[config.mk]
export PLATFORM = sky130hd
export DESIGN_NAME = vram_arbiter
export DESIGN_NICKNAME = d
export VERILOG_FILES = /design/src/rtl/vram_arb_pkg.sv /design/src/rtl/vram_arbiter.sv
export SDC_FILE = /design/constraint.sdc
export NUM_CORES = 1
export LEC_CHECK = 0
export CAP_MARGIN = 40
export CORE_MARGIN = 4
export CORE_UTILIZATION = 36
export DETAILED_ROUTE_END_ITERATION = 6
export PLACE_DENSITY = 0.91
export SYNTH_ARGS = -nofsm -noshare
export SYNTH_HDL_FRONTEND = slang
export SYNTH_SLANG_ARGS = --single-unit
[constraint.sdc]
create_clock -name clk_vga -period 1.2 [get_ports clk_vga]
set_clock_uncertainty 0.1 [all_clocks]
set_input_delay 0.24 -clock clk_vga [delete_from_list [all_inputs] [get_ports clk_vga]]
set_output_delay 0.24 -clock clk_vga [all_outputs]
set_load 0.005 [all_outputs]
[src/rtl/vram_arb_pkg.sv]
// vram_arb_pkg -- shared types and defaults for the VRAM arbiter.
//   owner_e : tag carried with each read through the return pipeline.
//   state_e : arbitration FSM states (CPU_FORCE only exists in the
//             VRAM_ARB_STARVE_GUARD_EN build).
//   ADDR_W_DEF / STARVE_LIMIT_DEF : default parameter values.
package vram_arb_pkg;

  localparam int ADDR_W_DEF       = 16;
  localparam int STARVE_LIMIT_DEF = 8;

  typedef enum logic [1:0] {
    OWN_NONE = 2'd0,
    OWN_VGA  = 2'd1,
    OWN_CPU  = 2'd2
  } owner_e;

  typedef enum logic {
    VGA_PRI   = 1'b0,
    CPU_FORCE = 1'b1
  } state_e;

endpackage

[src/rtl/vram_arbiter.sv]
// vram_arbiter -- two-requester arbiter in front of a single-port
// synchronous VRAM. The VGA scan-out reader normally has priority; with the
// optional starvation guard the CPU is forced one slot after waiting
// STARVE_LIMIT consecutive cycles.
//
// Build option: define VRAM_ARB_STARVE_GUARD_EN to compile in the wait
// counter and the CPU_FORCE state. Without it VGA has strict priority.
//
// Ports:
//   clk_vga, rst_n            : clock (rising edge), async active-low reset
//   vga_req/vga_addr          : VGA read request (held until vga_gnt)
//   vga_gnt                   : combinational grant to VGA
//   vga_rvalid/vga_rdata      : read return, two cycles after vga_gnt
//   cpu_req/we/be/addr/wdata  : CPU request (held until cpu_gnt)
//   cpu_gnt                   : combinational grant to CPU
//   cpu_rvalid/cpu_rdata      : read return, two cycles after a read cpu_gnt
//   ram_en/we/be/addr/wdata   : registered VRAM drive, one cycle after grant
//   ram_rdata                 : VRAM read data (valid two cycles after grant)
module vram_arbiter
  import vram_arb_pkg::*;
#(
  parameter int ADDR_W       = ADDR_W_DEF,
  parameter int STARVE_LIMIT = STARVE_LIMIT_DEF
) (
  input  logic              clk_vga,
  input  logic              rst_n,
  // VGA scan-out read port
  input  logic              vga_req,
  input  logic [ADDR_W-1:0] vga_addr,
  output logic              vga_gnt,
  output logic              vga_rvalid,
  output logic [15:0]       vga_rdata,
  // CPU port
  input  logic              cpu_req,
  input  logic              cpu_we,
  input  logic [1:0]        cpu_be,
  input  logic [ADDR_W-1:0] cpu_addr,
  input  logic [15:0]       cpu_wdata,
  output logic              cpu_gnt,
  output logic              cpu_rvalid,
  output logic [15:0]       cpu_rdata,
  // VRAM port
  output logic              ram_en,
  output logic              ram_we,
  output logic [1:0]        ram_be,
  output logic [ADDR_W-1:0] ram_addr,
  output logic [15:0]       ram_wdata,
  input  logic [15:0]       ram_rdata
);

  if (STARVE_LIMIT < 1 || STARVE_LIMIT > 255) begin : g_bad_limit
    $error("vram_arbiter: STARVE_LIMIT must be in 1..255");
  end

  logic w_vga_gnt;
  logic w_cpu_gnt;
  logic w_cpu_win;   // CPU wins a tie this cycle

`ifdef VRAM_ARB_STARVE_GUARD_EN
  localparam logic [7:0] LIMIT = 8'(STARVE_LIMIT);

  state_e     r_state;
  logic [7:0] r_wait_cnt;
  logic       w_cpu_wait;

  assign w_cpu_win  = (r_state == CPU_FORCE);
  assign w_cpu_wait = cpu_req && !w_cpu_gnt;

  // The state flips on the same edge the counter reaches the limit, so the
  // forced slot lands in the very next cycle (8 VGA slots, then the CPU).
  always_ff @(posedge clk_vga or negedge rst_n) begin
    if (!rst_n) begin
      r_state    <= VGA_PRI;
      r_wait_cnt <= '0;
    end else begin
      if (!w_cpu_wait) begin
        r_wait_cnt <= '0;
      end else if (r_wait_cnt != LIMIT) begin
        r_wait_cnt <= r_wait_cnt + 8'd1;
      end

      case (r_state)
        VGA_PRI: begin
          if (w_cpu_wait && (r_wait_cnt >= LIMIT - 8'd1)) begin
            r_state <= CPU_FORCE;
          end
        end
        CPU_FORCE: begin
          if (w_cpu_gnt || !cpu_req) begin
            r_state <= VGA_PRI;
          end
        end
        default: r_state <= VGA_PRI;
      endcase
    end
  end
`else
  assign w_cpu_win = 1'b0;
`endif

  // Grants are gated by rst_n so nothing is granted while reset is held.
  assign w_cpu_gnt = rst_n && cpu_req && (!vga_req || w_cpu_win);
  assign w_vga_gnt = rst_n && vga_req && !w_cpu_gnt;

  assign vga_gnt = w_vga_gnt;
  assign cpu_gnt = w_cpu_gnt;

  logic              r_ram_en;
  logic              r_ram_we;
  logic [1:0]        r_ram_be;
  logic [ADDR_W-1:0] r_ram_addr;
  logic [15:0]       r_ram_wdata;
  owner_e            r_own_p0;
  owner_e            r_own_p1;

  // Stage p0: register the granted access onto the VRAM pins and tag its
  // owner. Stage p1: the tag lines up with ram_rdata from the VRAM.
  always_ff @(posedge clk_vga or negedge rst_n) begin
    if (!rst_n) begin
      r_ram_en    <= 1'b0;
      r_ram_we    <= 1'b0;
      r_ram_be    <= '0;
      r_ram_addr  <= '0;
      r_ram_wdata <= '0;
      r_own_p0    <= OWN_NONE;
      r_own_p1    <= OWN_NONE;
    end else begin
      r_own_p1 <= r_own_p0;
      if (w_vga_gnt) begin
        r_ram_en   <= 1'b1;
        r_ram_we   <= 1'b0;
        r_ram_be   <= 2'b11;
        r_ram_addr <= vga_addr;
        r_own_p0   <= OWN_VGA;
      end else if (w_cpu_gnt) begin
        r_ram_en    <= 1'b1;
        r_ram_we    <= cpu_we;
        r_ram_be    <= cpu_be;
        r_ram_addr  <= cpu_addr;
        r_ram_wdata <= cpu_wdata;
        r_own_p0    <= cpu_we ? OWN_NONE : OWN_CPU;
      end else begin
        // Idle: address and write data hold to avoid needless toggling.
        r_ram_en <= 1'b0;
        r_ram_we <= 1'b0;
        r_own_p0 <= OWN_NONE;
      end
    end
  end

  assign ram_en    = r_ram_en;
  assign ram_we    = r_ram_we;
  assign ram_be    = r_ram_be;
  assign ram_addr  = r_ram_addr;
  assign ram_wdata = r_ram_wdata;

  assign vga_rvalid = (r_own_p1 == OWN_VGA);
  assign cpu_rvalid = (r_own_p1 == OWN_CPU);
  assign vga_rdata  = ram_rdata;
  assign cpu_rdata  = ram_rdata;

endmodule

==> results.tsv <==
metric	value	unit
num_rows	25	
ant_nets	0	
busiest_layer	met2	
drive_above_1_share	37.4	%
grtUsageMet1	18.6	%
pre_cts_slack	-0.654	ns
die_h	80.1	microns
ys_seq_area_share	53.5	%
grt_usage	15.7	%
cp.arrival	0.89	ns
synth_top_area_share	53.5	%
setup_viol	2	
cts_tree	done	
slowest_delay	0.37	ns
synth_top_area_cell	dfrtp_1	
status	complete, but fails checks	
crit_path_end_kind	primary output	
vias	1537	
use_met3	5.94	%
ys_ff_latch	40	
insertion_delay	0.28	ns
powerDensity	1240	nW/um^2
clk_pin_slew	0.07	ns
p_int	0.00264	W
clk_root_buffer_cell	clkbuf_8	
netSwitchingFraction	24.8	%
place_congestion	0.691	
cts_buffer_depth	2	
violations	hold timing, setup timing	
dieArea	6420	sq um
port_buffers	94	
drt-wirelength-per-cell	15.7	microns
required	0.86	ns
crit_type	reg2out	
seqPwrFrac	46.6	%
die_w	80.1	microns
period_share	103	%
yosys_warnings	0	
io-pin-count	143	
place_inst	303	
finalPower	0.00351	W
async_flop_share	100	%
overflow	0	
synthTopCellsByCount	dfrtp_1, buf_4, nor2_1, o22ai_1, o32ai_1	
cts-buffers-inserted	5	
slew_headroom	73.3	%
netlist_top_cells_area	dfrtp_1, buf_4, o32ai_1, o22ai_1, mux2_1	
firstDrtPassIters	4	
seq_area	1000	sq um
hpwl	3650	microns
cts_max_level	2	
fin_crit	1.23	ns
path_cells	nor2b_1 > buf_2	
rsz0062_at_grt	yes	
drt_wl_total	5090	microns
post-route-drc-count	0	
yosysMostFrequentCell	dfrtp_1	
syn_avg_cell_area	11.6	sq um
synth.cell_area	1870	sq um
synth.net_count	233	
p_switching	0.000870	W
fmax	813	MHz
grt_start_max_net_pins	38	
routed_via_density	4.74	
min_path_type	in2async	
initial_core_util	38.4	%
cp_max_fo	2	
p_comb_share	26.7	%
finalHoldViolCount	40	
multi_input_area	568	sq um
cp-start-kind	flip-flop	
drtIter0Drc	47	
maxSlewViolCount	0	
clock_sinks	40	
fp.coreArea	4880	sq um
nFillCells	441	
setup_slack	-0.0301	ns
fin_worst_hold_slack	-0.328	ns
cp_slowest_cell	dfrtp_1	
synth_edf_count	0	
synthCells	162	
syn_to_final_growth	50.9	%
antenna_cells	0	
nets	328	
grt_util_met2	26.2	%
grt_pass1_wl	7820	microns
synth_top_flop_cell	dfrtp_1	
post-route-util	57.9	%
leakage	1.25	nW
antenna_found_initial	0	
tightest_slew	0.401	ns
instances_no_fill	324	
maxCapViolations	0	
yosysUniqueCellTypes	18	
power_frac_clock	26.6	%
ir_drop	0.550	mV
grt_pass1_vias	1657	
[layout make-up]
| class | instances | share of cell area, % |
|---|---|---|
| inverters | 1 | 0.133 |
| flip-flops and latches | 40 | 35.4 |
| well taps | 67 | 2.97 |
| multi-input cells | 79 | 20.1 |
| repair buffers | 130 | 37.9 |
| clock buffers | 7 | 3.41 |
[worst max-delay path, delay by kind of cell (launching register included)]
family,cells,cell delay [ns]
buffers and inverters,1,0.12
flip-flops,1,0.37
AND/OR/NAND/NOR,1,0.12
[what timing repair did]
| item | CTS | global route |
|---|---|---|
| pin swaps | 1 | 2 |
| gates resized for setup | 163 | 7 |
| setup endpoints to repair | 76 | 20 |
| endpoints found under the hold margin | 40 | 40 |
| cloned | 0 | 2 |
| setup buffers | 8 | 4 |
[sequential cells by signal, summed over array words and instances, names as in the netlist]
register	flops
ram_addr	16
ram_wdata	16
r_own_p0	2
r_own_p1	2
ram_be	2
ram_en	1
ram_we	1
[path summary, 6_finish.rpt]
| kind | start | to | slack [ns] | depth (start not counted) |
|---|---|---|---|---|
| max reg2reg | ram_addr[8] | ram_addr[8] | 0.14 | 4 |
| max | r_own_p1[1] | cpu_rvalid | -0.03 | 2 |
| min | rst_n | ram_addr[7] | -0.33 | 1 |
| max in group asynchronous | rst_n | ram_wdata[12] | 0.74 | 2 |
| min reg2reg | r_own_p0[1] | r_own_p1[1] | 0.25 | 0 |
| min in group clk_vga | vga_req | r_own_p0[0] | 0.14 | 3 |
[power by group through the flow]
stage	Combinational [W]	Sequential, W	Clock, W
floorplan	0.000339	0.00169	0
global placement	0.00103	0.00167	0
detailed placement	0.00105	0.00167	0
CTS	0.000930	0.00163	0.000970
global route	0.00103	0.00166	0.00102
finish	0.000939	0.00164	0.000935
[layout by cell type, fill, tap and decap left out, types with 7 or more instances in the layout]
cell type	n
clkdlybuf4s50_1	51
dfrtp_1	40
buf_2	38
buf_4	30
nor2_1	18
o32ai_1	16
o22ai_1	16
mux2_1	8
mux2_2	8
clkbuf_8	7
[metal layers]
layer  vias up  share of wire (%)
li1        737                  -
met1       725                 41
met2        63                 49
met3        12                8.9
met4         0                1.5
met5         -                  0
[stage by stage]
stage	TNS (ns)	hold slack, ns	cell area [sq um]
final	-0.0584	-0.328	2820
after global placement	-21.71	-0.0435	2770
after global routing	-0.192	-0.343	2820
after floorplan	-0.0951	-0.156	1870
after detailed placement	-22.70	-0.0416	2770
after CTS	-0.0947	-0.348	2750
[kinds of logic (layout without fill, tap and decap cells)]
family	after synthesis	count (layout)	share of synthesized area, %
compound gates	34	34	13.4
buf+inv	43	138	16.4
flops	40	40	53.5
mux	16	16	9.63
simple gates	29	29	7.09
No activity file was read; power rests on OpenSTA's default activity.
